[config.mk]
export PLATFORM = sky130hd
export DESIGN_NAME = snoop_frame_stats
export DESIGN_NICKNAME = d
export VERILOG_FILES = /design/src/rtl/snoop_pkg.sv /design/src/rtl/frame_result_skid.sv /design/src/rtl/snoop_frame_stats.sv
export SDC_FILE = /design/constraint.sdc
export NUM_CORES = 1
export LEC_CHECK = 0
export ABC_AREA = 1
export CAP_MARGIN = 30
export CORE_MARGIN = 4
export CORE_UTILIZATION = 38
export DETAILED_ROUTE_END_ITERATION = 16
export PLACE_DENSITY = 0.7
export SLEW_MARGIN = 5
export SYNTH_ARGS = -nofsm -noshare
export SYNTH_HDL_FRONTEND = slang
export SYNTH_HIERARCHICAL = 1
export SYNTH_SLANG_ARGS = --single-unit
export TNS_END_PERCENT = 5
[constraint.sdc]
create_clock -name clk_in -period 2 [get_ports clk_in]
set_input_delay 0.3 -clock clk_in [delete_from_list [all_inputs] [get_ports clk_in]]
set_output_delay 0.3 -clock clk_in [all_outputs]
set_load 0.02 [all_outputs]
[src/rtl/snoop_pkg.sv]
// Shared types and field helpers for the snooped CORDIC frame statistics block.
package snoop_pkg;

  localparam int MAG_W     = 16;
  localparam int ANGLE_W   = 16;
  localparam int MAG_LSB   = 0;
  localparam int ANGLE_LSB = 16;

  // Index is carried at a fixed 16-bit width and zero-extended from the frame counter.
  typedef struct packed {
    logic [MAG_W-1:0]   peak_mag;
    logic [ANGLE_W-1:0] peak_angle;
    logic [15:0]        peak_index;
    logic [MAG_W-1:0]   mean_mag;
  } frame_result_t;

  function automatic logic [MAG_W-1:0] get_mag(input logic [31:0] word);
    return word[MAG_LSB +: MAG_W];
  endfunction

  function automatic logic [ANGLE_W-1:0] get_angle(input logic [31:0] word);
    return word[ANGLE_LSB +: ANGLE_W];
  endfunction

endpackage

[src/rtl/frame_result_skid.sv]
// Single-entry result holding register with valid/ready, overwrite-on-full
// and a saturating count of results lost to overwrite.
module frame_result_skid
  import snoop_pkg::*;
#(
  parameter int DROP_CNT_WIDTH = 8
) (
  input  logic                      clk,
  input  logic                      rst,
  input  logic                      load,
  input  frame_result_t             load_data,
  input  logic                      ready,
  output logic                      valid,
  output frame_result_t             data,
  output logic [DROP_CNT_WIDTH-1:0] drop_count
);

  logic                      valid_r;
  frame_result_t             data_r;
  logic [DROP_CNT_WIDTH-1:0] drop_r;
  logic                      drop_inc_s;

  // A drop is an overwrite of a still-pending result that is not being taken this edge.
  always_comb begin
    drop_inc_s = 1'b0;
    if (load && valid_r && !ready && (drop_r != {DROP_CNT_WIDTH{1'b1}})) begin
      drop_inc_s = 1'b1;
    end else begin
      drop_inc_s = 1'b0;
    end
  end

  // Result register, valid flag and drop counter.
  always_ff @(posedge clk) begin
    if (rst) begin
      valid_r <= 1'b0;
      data_r  <= {$bits(frame_result_t){1'b0}};
      drop_r  <= {DROP_CNT_WIDTH{1'b0}};
    end else begin
      if (load) begin
        data_r  <= load_data;
        valid_r <= 1'b1;
      end else if (valid_r && ready) begin
        valid_r <= 1'b0;
      end
      if (drop_inc_s) begin
        drop_r <= drop_r + DROP_CNT_WIDTH'(1);
      end
    end
  end

  assign valid      = valid_r;
  assign data       = data_r;
  assign drop_count = drop_r;

endmodule

[src/rtl/snoop_frame_stats.sv]
// Per-frame peak/angle/index/mean statistics over snooped CORDIC words;
// the source cannot be stalled, so results are overwritten when unconsumed.
module snoop_frame_stats
  import snoop_pkg::*;
#(
  parameter int DATA_WIDTH     = 32,
  parameter int LOG2_FRAME_LEN = 10,
  parameter int DROP_CNT_WIDTH = 8
) (
  input  logic                      clk_in,
  input  logic                      rst_in,
  input  logic [DATA_WIDTH-1:0]     snooped_data,
  input  logic                      snooped_valid,
  output logic [15:0]               peak_mag_out,
  output logic [15:0]               peak_angle_out,
  output logic [LOG2_FRAME_LEN-1:0] peak_index_out,
  output logic [15:0]               mean_mag_out,
  output logic                      result_valid_out,
  input  logic                      result_ready_in,
  output logic [DROP_CNT_WIDTH-1:0] drop_count_out
);

  localparam int ACC_W = MAG_W + LOG2_FRAME_LEN;

  logic [LOG2_FRAME_LEN-1:0] idx_r;
  logic [ACC_W-1:0]          acc_r;
  logic [MAG_W-1:0]          peak_mag_r;
  logic [ANGLE_W-1:0]        peak_angle_r;
  logic [LOG2_FRAME_LEN-1:0] peak_idx_r;

  logic [MAG_W-1:0]          mag_s;
  logic [ANGLE_W-1:0]        angle_s;
  logic                      first_s;
  logic                      complete_s;
  logic [ACC_W-1:0]          acc_nx_s;
  logic [MAG_W-1:0]          peak_mag_nx_s;
  logic [ANGLE_W-1:0]        peak_angle_nx_s;
  logic [LOG2_FRAME_LEN-1:0] peak_idx_nx_s;
  frame_result_t             result_s;
  frame_result_t             held_s;

  assign mag_s   = get_mag(32'(snooped_data));
  assign angle_s = get_angle(32'(snooped_data));

  // Running-state next values including the current sample; index 0 restarts the frame.
  always_comb begin
    first_s    = (idx_r == {LOG2_FRAME_LEN{1'b0}});
    complete_s = snooped_valid && (idx_r == {LOG2_FRAME_LEN{1'b1}});
    if (first_s || (mag_s > peak_mag_r)) begin
      peak_mag_nx_s   = mag_s;
      peak_angle_nx_s = angle_s;
      peak_idx_nx_s   = idx_r;
    end else begin
      peak_mag_nx_s   = peak_mag_r;
      peak_angle_nx_s = peak_angle_r;
      peak_idx_nx_s   = peak_idx_r;
    end
    if (first_s) begin
      acc_nx_s = ACC_W'(mag_s);
    end else begin
      acc_nx_s = acc_r + ACC_W'(mag_s);
    end
    result_s.peak_mag   = peak_mag_nx_s;
    result_s.peak_angle = peak_angle_nx_s;
    result_s.peak_index = 16'(peak_idx_nx_s);
    result_s.mean_mag   = MAG_W'(acc_nx_s >> LOG2_FRAME_LEN);
  end

  // Running frame state; the index wraps naturally at the power-of-two frame length.
  always_ff @(posedge clk_in) begin
    if (rst_in) begin
      idx_r        <= {LOG2_FRAME_LEN{1'b0}};
      acc_r        <= {ACC_W{1'b0}};
      peak_mag_r   <= {MAG_W{1'b0}};
      peak_angle_r <= {ANGLE_W{1'b0}};
      peak_idx_r   <= {LOG2_FRAME_LEN{1'b0}};
    end else if (snooped_valid) begin
      idx_r        <= idx_r + LOG2_FRAME_LEN'(1);
      acc_r        <= acc_nx_s;
      peak_mag_r   <= peak_mag_nx_s;
      peak_angle_r <= peak_angle_nx_s;
      peak_idx_r   <= peak_idx_nx_s;
    end
  end

  frame_result_skid #(
    .DROP_CNT_WIDTH(DROP_CNT_WIDTH)
  ) u_skid (
    .clk        (clk_in),
    .rst        (rst_in),
    .load       (complete_s),
    .load_data  (result_s),
    .ready      (result_ready_in),
    .valid      (result_valid_out),
    .data       (held_s),
    .drop_count (drop_count_out)
  );

  assign peak_mag_out   = held_s.peak_mag;
  assign peak_angle_out = held_s.peak_angle;
  assign peak_index_out = LOG2_FRAME_LEN'(held_s.peak_index);
  assign mean_mag_out   = held_s.mean_mag;

endmodule

==> results of run 1 <==
==> metal layers <==
layer | up-vias | routed length [µm] | global-route usage (%)
met3 | 49 | 1370 | 4.40
met4 | 0 | 623 | 6.53
li1 | 4534 | - | -
met1 | 4161 | 11700 | 27.5
met2 | 225 | 12300 | 34.3
met5 | - | 0 | 0
==> registers in the layout (all words and copies together), names as in the netlist <==
signal             count
acc_r                 26
u_skid/drop_count      8
u_skid/data           58
peak_idx_r            10
peak_mag_r            16
idx_r                 10
u_skid/valid           1
peak_angle_r          16
==> final timing paths <==
kind	slack (ps)	cells past startpoint	to	from
worst max register to register	-170	14	u_skid/data[25]$_SDFFE_PP0P_	peak_mag_r[11]$_SDFFE_PP0P_
worst min-delay path	220	2	u_skid/valid$_SDFFE_PP0P_	rst_in
worst min register to register	480	2	acc_r[5]$_SDFFE_PP0P_	acc_r[5]$_SDFFE_PP0P_
worst max-delay path	-170	14	u_skid/data[25]$_SDFFE_PP0P_	peak_mag_r[11]$_SDFFE_PP0P_
==> final cells by class <==
| class | instances | area (µm²) | area share [%] |
|---|---|---|---|
| antenna | 2 | 5.00 | 0.0418 |
| clock buffer | 19 | 453 | 3.79 |
| clock inverter | 12 | 123 | 1.03 |
| inverter | 160 | 621 | 5.19 |
| multi-input combinational | 950 | 5310 | 44.4 |
| sequential | 145 | 2920 | 24.4 |
| tap | 275 | 344 | 2.88 |
| timing repair buffer | 223 | 2190 | 18.3 |
==> what timing repair did <==
item	CTS	global route
resized for setup	145	106
setup buffers	16	7
pin swaps	84	48
setup endpoints to repair	118	130
cloned	5	0
==> power by group <==
group          internal [mW]  leakage, nW  switching, mW
Combinational          0.926         4.37           1.20
Sequential              3.01         1.19         0.0848
Clock                   1.80        0.279           1.38
Total                   5.74         5.84           2.67
==> critical path, delay by kind of cell (launching register included) <==
kind | cells | cell delay [ps]
adders and majority gates | 1 | 220
DFF | 1 | 330
AOI/OAI and AO/OA | 2 | 410
and+or+nand+nor | 8 | 750
buffers and inverters | 3 | 340
==> metrics by stage <==
stage / util [%] / worst slack [ps]
6_report: 56.2 / -173
5_1_grt: 56.2 / -255
4_1_cts: 53.9 / -96.8
3_5_place_dp: 47.7 / -711
3_3_place_gp: 47.7 / -715
2_1_floorplan: - / 26.8
==> key figures, run 1 <==
Pwr
  • Pwr Total: around 8.4 mW
  • Static Leakage: 5.84 nW
  • Power Dens Cells: approximately 700 nW/µm²
  • Peak supply drop: 0.555 mV

Finish
  • Final instance area: 12,000 µm²
  • Fin cells: about 1,800
  • Fraction of layout cells with a size suffix above 1: 23.5%
  • Area grow syn2layout: 43.3%
  • Most frequent cells in the layout: 237 x nand2_1, 228 x nor2_1, 144 x inv_1
  • Net count, final: 1,569
  • Fillers: 1,919
  • Most common cell after layout, fill and taps aside: nand2_1

Outcome
  • Outcome: complete, but fails checks
  • Violations in the final reports: negative setup slack

Placed design
  • Placed Cells incl. Taps: between 1,500 and 2,000
  • Hpwl dp: 17,300 µm
  • Gpl congestion: ~0.95
  • Dpl cell area: 10,200 µm²
  • I/O Buffers: 102

Clock network
  • CTS Buffer Depth: 2
  • Hold-fix buffers at CTS: 0
  • Worst skew pair latency: between 400 and 500 ps
  • CTS tree: done
  • Clk root buf: clkbuf_16
  • Clk slew on worst S/H paths: 70 ps
  • CTS H-Tree Depth: 4
  • Clock sinks: 145
  • CTS Buf Count: 17

Timing
  • RSZ-0062 raised after global routing: true
  • Max Slew Vio Count: 0
  • Setup TNS: -8440 ps
  • Worst slew pin tran: 704 ps
  • Min cycle time layout: 2170 ps
  • Setup ws final: -173 ps
  • Final setup fails: 93
  • Final cycle utilization of the critical path: 109%
  • Clock skew: between 8 and 9 ps
  • Hold Vio Cnt, Final: 0
  • Fmax: 0.460 GHz
  • Slew margin rel.: approximately 53%
  • Hold_ws: 218 ps

Setup path
  • CP max-delay cell: dfxtp_2
  • Critical Path Max Stage Delay: 330 ps
  • Worst-path maximum fanout: 8
  • Critical Path Source Type: register
  • CP Class: reg -> reg
  • CP Capture Type: register
  • CP cell instances: inv_2 -> ha_4 -> a21oi_1 -> nand2_1 -> a21oi_2 -> nand2_2 -> nand2_4 -> buf_12 -> nand2_8 -> buf_12 -> nand2_2 -> nand2_1 -> nor2_1 -> nor2_1
  • WP data required: 2320 ps
  • WP data arrival: 2490 ps

Floorplanning
  • Initial core utilization: around two fifths
  • Die width: 156 µm
  • # IOs: 103
  • Die Ht: 156 µm
  • Standard-cell rows: 53
  • Core Area: 21,300 µm²
  • Die area: ~24,000 µm²

Min path
  • HP Class: in -> reg

Global routing
  • Congestion Overflow GR: 0
  • Vias in the first global route: 8,557
  • Largest net degree at the start of global routing: slightly below 70
  • First-pass GRT wire length: around 42,000 µm
  • GRT Resource Usage Total: 20.9%
  • Initial antenna violation count: 2

Detailed routing
  • Total Wirelength: around 26,000 µm
  • Routed len/inst: 14.6 µm
  • DR vias/cell: 5.02
  • TritonRoute pass-1 iters: 7
  • Post-route DRC: 0
  • DRT antenna net count: 0
  • DRT iter0 DRCs: 618
  • Via count: 8,969

Yosys
  • Mapped Area: 8350 µm²
  • Net count after synthesis: 1,386
  • Cells after Synth: 1,314
  • Ys Warns: 6
  • Avg Cell Area, Syn: 6.35 µm²

Job
  • Max-capacitance violation count: 0
No activity file was read; power rests on OpenSTA's default activity.
==> run 2, diff against run 1 <==
Clock period 2 ns to 1.75 ns, I/O delays scaled along.
==> run 2 against run 1 <==
- the flow still finishes with violations (negative setup slack)
- clock skew barely moved
- cell count rose by 0.56%
- non-clock buffer count rose by 11
- register-to-register slack got worse by 200 ps
- via count rose by 0.49%
- sequential cell count did not move
- critical path type unchanged
- critical endpoint is now peak_angle_r[13]$_SDFFE_PP0P_
- largest cell class unchanged
- highest routed layer unchanged
==> key figures, run 2 (same netlist as run 1, synthesis figures left out) <==
Outcome
  • Outcome: complete, but fails checks
  • Violations in the final reports: negative setup slack

Clock network
  • CTS H-Tree Depth: 4
  • CTS Buf Count: 17
  • Clk root buf: clkbuf_16
  • Hold-fix buffers at CTS: 0
  • Clk slew on worst S/H paths: 70 ps
  • CTS tree: done
  • Worst skew pair latency: 430 ps
  • CTS Buffer Depth: 2
  • Clock sinks: 145

Timing
  • Final cycle utilization of the critical path: 121%
  • Clock skew: 8.61 ps
  • Setup TNS: -35,520 ps
  • Final setup fails: between 100 and 150
  • Setup ws final: -369 ps
  • Hold Vio Cnt, Final: 0
  • Slew margin rel.: 67.2%
  • Max Slew Vio Count: 0
  • Min cycle time layout: about 2100 ps
  • Fmax: 0.472 GHz
  • RSZ-0062 raised after global routing: true
  • Worst slew pin tran: 492 ps

Detailed routing
  • TritonRoute pass-1 iters: 5
  • Total Wirelength: 26,700 µm
  • DRT antenna net count: 0
  • Via count: 9,013
  • DR vias/cell: roughly 5
  • DRT iter0 DRCs: 674
  • Routed len/inst: 14.9 µm
  • Post-route DRC: 0

Setup path
  • Crit-path most repeated cell: nand2_1
  • Critical Path Source Type: register
  • Worst path bufs/invs: 4
  • WP data arrival: 2450 ps
  • CP Capture Type: register
  • Top delay family on crit path: simple AND/OR/NAND/NOR gates
  • CP cell instances: inv_1 -> ha_1 -> nand2_1 -> nor2_1 -> nand2_1 -> nand2_1 -> nand2_1 -> nand2_2 -> nand2_4 -> buf_12 -> clkbuf_16 -> nand3_2 -> nand3_1 -> nand2_1 -> inv_1
  • Reg-to-Reg Start: peak_mag_r[7]$_SDFFE_PP0P_
  • Critical Path Max Stage Delay: 350 ps
  • Crit. Startpoint: peak_mag_r[7]$_SDFFE_PP0P_
  • CP Class: reg -> reg
  • Worst-path maximum fanout: 7
  • CP max-delay cell: dfxtp_1
  • R2r setup slk: -370 ps
  • WP data required: 2080 ps

Pwr
  • Static Leakage: about 6 nW
  • Sw frac: 32.6%
  • Logic pwr share: 24.2%
  • Peak supply drop: 0.528 mV
  • Power Dens Cells: slightly below 800 nW/µm²
  • Pint: 6.44 mW
  • Clock power frac: 38.8%
  • Reg power frac: roughly 37%
  • Sw Pwr: 3.12 mW

Finish
  • Fraction of layout cells with a size suffix above 1: ~23%
  • Storage element area: between 2000 and 3000 µm²
  • Fin cells: 1,796
  • ANT cells: 0
  • Most common cell after layout, fill and taps aside: nand2_1
  • Area occupied by multi-input gates: 5300 µm²
  • Fillers: 1,910
  • Area grow syn2layout: 44.8%
  • Max FFs per register: 58
  • Most frequent cells in the layout: 274 x nand2_1, 213 x nor2_1, 145 x inv_1
  • Final instance area: around 12,000 µm²
  • Net count, final: 1,580
  • Final core occ: 56.8%

Floorplanning
  • Die width: 156 µm
  • Standard-cell rows: 53
  • Core Area: 21,300 µm²
  • # IOs: approximately 100
  • Die Ht: between 150 and 200 µm
  • Die area: approximately 24,000 µm²
  • Initial core utilization: between 30% and 40%

Global routing
  • Routing usage on met3: between 4 and 5%
  • Initial antenna violation count: 0
  • Met1 Use GR: 26.5%
  • Congestion Overflow GR: 0
  • Vias in the first global route: around 8,500
  • GRT Resource Usage Total: 20.6%
  • First-pass GRT wire length: 41,400 µm
  • Largest net degree at the start of global routing: 115
  • GR Util met2: 35.5%
  • GR peak layer: met2

Min path
  • HP Class: in -> reg
  • Min-delay src: snooped_valid

Job
  • Max-capacitance violation count: 0

Placed design
  • Gpl congestion: 0.876
  • Placed Cells incl. Taps: roughly 1,700
  • Dpl cell area: about 10,000 µm²
  • Hpwl dp: 16,800 µm
  • I/O Buffers: 102
run 2: cell types whose count changed in the layout (fill, tap and decap cells not counted), sizes merged:
cell | previous run | this run
inv | 163 | 165
buf | 123 | 131
clkinvlp | 2 | 3
diode | 2 | 0
dlygate4sd2 | 9 | 12
clkdlybuf4s50 | 84 | 81
clkbuf | 19 | 20
run 2: area by class of cell:
type	instances	share of cell area (%)
multi-input combinational	950	43.8
timing repair buffer	234	19.2
clock buffer	17	3.52
sequential	145	24.1
inverter	160	5.13
tap	275	2.85
clock inverter	15	1.36
run 2: per-layer routing:
| layer | share of wire [%] | routed length [µm] |
|---|---|---|
| met3 | 5.0 | 1330 |
| met2 | 49 | 13100 |
| met4 | 1.5 | 388 |
| met1 | 44 | 11900 |
| met5 | 0 | 0 |
run 2: tightest hold or removal path: cells and delay by family:
family | cells | cell delay [ps]
simple gates | 3 | 180
buf+inv | 1 | 100
run 2: what timing repair did:
action / in CTS / in global routing
cloned: 3 / 4
buffers inserted: 26 / 3
gates resized for setup: 97 / 136
pin swaps: 23 / 39
setup endpoints to repair: 137 / 140
run 2: power by group through the flow:
stage	clock (mW)	combinational, mW	sequential (mW)
after floorplan	0	1.16	3.57
after global placement	0	1.79	3.58
after detailed placement	0	1.81	3.58
after CTS	3.75	2.00	3.52
after global routing	3.89	2.54	3.55
final	3.71	2.31	3.54
run 2: path summary, 6_finish.rpt:
path                                                       to  cells past startpoint
worst max-delay path            peak_angle_r[13]$_SDFFE_PP0P_                     15
worst min-delay path                    idx_r[2]$_SDFFE_PP0P_                      4
worst min register to register          acc_r[2]$_SDFFE_PP0P_                      2
worst max register to register  peak_angle_r[13]$_SDFFE_PP0P_                     15
run 2: through the flow:
step	worst slack, ps	power (mW)	hold WS (ps)
final	-369	9.56	159
after CTS	-375	9.28	126
after detailed placement	-933	5.40	462
after global routing	-454	9.97	173
after floorplan	-145	4.73	325
after global placement	-901	5.36	455
==> run 3, diff against run 2 <==
Settings changed: SKIP_CTS_REPAIR_TIMING set to 1.
==> run 3 against run 2 <==
- the flow still finishes with violations (negative setup slack)
- cell count fell by 1.4%
- sequential cell count did not move
- clock power barely moved
- total power is 2.5% lower
- register-to-register slack better by 20 ps
- non-clock buffer count down 26
- combinational power fell by 9.1%
- global-route usage decreased by 1.2 points
- sequential share of layout area is 1.4 points higher
- clock-buffer cell count unchanged
- critical path depth is 1 lower
- clock skew grew 1.0 ps
- highest routed layer unchanged
==> key figures, run 3 (same netlist as run 1, synthesis figures left out) <==
Floorplanning
  • Die Ht: 156 µm
  • Initial core utilization: 39.2%
  • Standard-cell rows: 53
  • Die area: 24,400 µm²
  • Core Area: approximately 21,000 µm²
  • # IOs: 103
  • Die width: around 160 µm

Timing
  • Max Slew Vio Count: 0
  • Final setup fails: 130
  • Setup ws final: -355 ps
  • RSZ-0062 raised after global routing: true
  • Fmax: 0.475 GHz
  • Min cycle time layout: 2110 ps
  • Worst slew pin tran: 494 ps
  • Slew margin rel.: 67.1%
  • Hold_ws: 144 ps
  • Final cycle utilization of the critical path: 120%
  • Hold Vio Cnt, Final: 0
  • Clock skew: 9.60 ps

Finish
  • Net count, final: 1,554
  • Most frequent cells in the layout: 276 x nand2_1, 235 x nor2_1, 146 x inv_1
  • Final instance area: approximately 11,000 µm²
  • Most common cell after layout, fill and taps aside: nand2_1
  • Fillers: roughly 2,000
  • Fraction of layout cells with a size suffix above 1: 17.5%
  • ANT cells: 0
  • Area grow syn2layout: 37.1%
  • Max FFs per register: just under 60
  • Final core occ: a little over half

Global routing
  • First-pass GRT wire length: 39,300 µm
  • Congestion Overflow GR: 0
  • Largest net degree at the start of global routing: 115
  • Initial antenna violation count: 0
  • GRT Resource Usage Total: approximately a fifth
  • Vias in the first global route: 8,132

Detailed routing
  • Routed len/inst: ~14 µm
  • DRT iter0 DRCs: 623
  • DRT antenna net count: 0
  • Post-route DRC: 0
  • Via count: 8,756
  • Total Wirelength: 24,700 µm
  • TritonRoute pass-1 iters: 5
  • DR vias/cell: 4.95

Setup path
  • WP data required: around 2100 ps
  • R2r setup slk: -350 ps
  • R2r endpoint: u_skid/data[44]$_SDFFE_PP0P_
  • Worst-path maximum fanout: 27
  • Reg-to-Reg Start: peak_mag_r[7]$_SDFFE_PP0P_
  • Depth of the worst register-to-register path: 14
  • WP data arrival: around 2400 ps
  • CP Class: in -> reg
  • Critical Path Source Type: input port
  • CP Capture Type: register

Clock network
  • CTS H-Tree Depth: 4
  • Clk slew on worst S/H paths: 70 ps
  • Clock sinks: about 150
  • CTS tree: done
  • Clk root buf: clkbuf_16
  • CTS Buffer Depth: 2
  • CTS Buf Count: 17
  • Worst skew pair latency: 430 ps

Min path
  • Min-delay src: snooped_valid
  • HP Class: in -> reg
  • Worst hold endpoint: idx_r[2]$_SDFFE_PP0P_
  • Hold depth: 4

Job
  • Max-capacitance violation count: 0

Pwr
  • Peak supply drop: between 0.5 and 0.6 mV
  • Static Leakage: 5.87 nW
  • Power Dens Cells: 815 nW/µm²
  • Pwr Total: 9.33 mW

Placed design
  • Gpl congestion: 0.876
  • Hpwl dp: 16,800 µm
  • Dpl cell area: approximately 10,000 µm²
  • I/O Buffers: approximately 100
  • Setup slack at placement: -933 ps

Outcome
  • Violations in the final reports: negative setup slack
  • Outcome: complete, but fails checks
==> run 3: changes by cell type in the layout (fill, tap and decap cells not counted), moves of 8 or more <==
cell / change
nand3_1: +26
nand3_2: -22
nor2_1: +22
nor2_2: -19
buf_4: -15
dlygate4sd2_1: -12
dlymetal6s2s_1: +8
o21ai_0: +8
==> run 3: worst max-delay path by stage <==
| stage | start | endpoint | slack [ps] | cells past startpoint |
|---|---|---|---|---|
| 2_1_floorplan | idx_r[0]$_SDFFE_PP0P_ | u_skid/data[39]$_SDFFE_PP0P_ | -150 | 15 |
| 3_3_place_gp | snooped_data[0] | u_skid/data[8]$_SDFFE_PP0P_ | -900 | 15 |
| 3_5_place_dp | snooped_data[0] | u_skid/data[8]$_SDFFE_PP0P_ | -930 | 15 |
| 4_1_cts | snooped_data[0] | u_skid/data[8]$_SDFFE_PP0P_ | -500 | 15 |
| 5_1_grt | snooped_data[3] | u_skid/data[56]$_SDFFE_PP0P_ | -440 | 17 |
| 6_report | snooped_data[6] | u_skid/data[44]$_SDFFE_PP0P_ | -360 | 14 |
==> run 3: routing by layer <==
metal	vias up	track usage (%)	share of wire, %
met5	-	0	0
met4	0	4.67	1.4
met3	31	3.65	4.7
met2	205	32.8	48
met1	4005	25.7	46
li1	4515	-	-
==> run 3: stage by stage <==
stage,std cells,TNS [ps]
after detailed placement,1728,-89870
after global routing,1770,-45940
after floorplan,1314,-7490
final,1770,-31960
after CTS,1760,-42980
after global placement,1728,-83890
==> run 3: critical path, cell delays in order <==
cell and delay [ps]:
clkdlybuf4s50_1 530, ha_1 340, nand2_1 70, nor2_1 210
nand2_1 100, nand2_1 60, nand2_1 70, nand2_2 110
nand2_4 100, buf_8 190, nand3_1 120, nand2_1 60
nor2_1 110, nor2_1 70
==> run 3: layout make-up <==
| cell class | instances | area, µm² | share of cell area, % |
|---|---|---|---|
| Clock buffer | 17 | 425 | 3.72 |
| Timing Repair Buffer | 208 | 2030 | 17.7 |
| Inverter | 160 | 611 | 5.34 |
| Tap cell | 275 | 344 | 3.01 |
| Clock inverter | 15 | 164 | 1.43 |
| Sequential cell | 145 | 2910 | 25.5 |
| Multi-Input combinational cell | 950 | 4960 | 43.4 |
==> run 3: power by group <==
part / internal [mW] / leakage [nW] / total (mW) / switching [mW]
logic: 0.885 / 4.41 / 2.10 / 1.21
registers: 3.44 / 1.19 / 3.52 / 0.0863
clock network: 2.02 / 0.280 / 3.71 / 1.68
total: 6.35 / 5.87 / 9.33 / 2.98
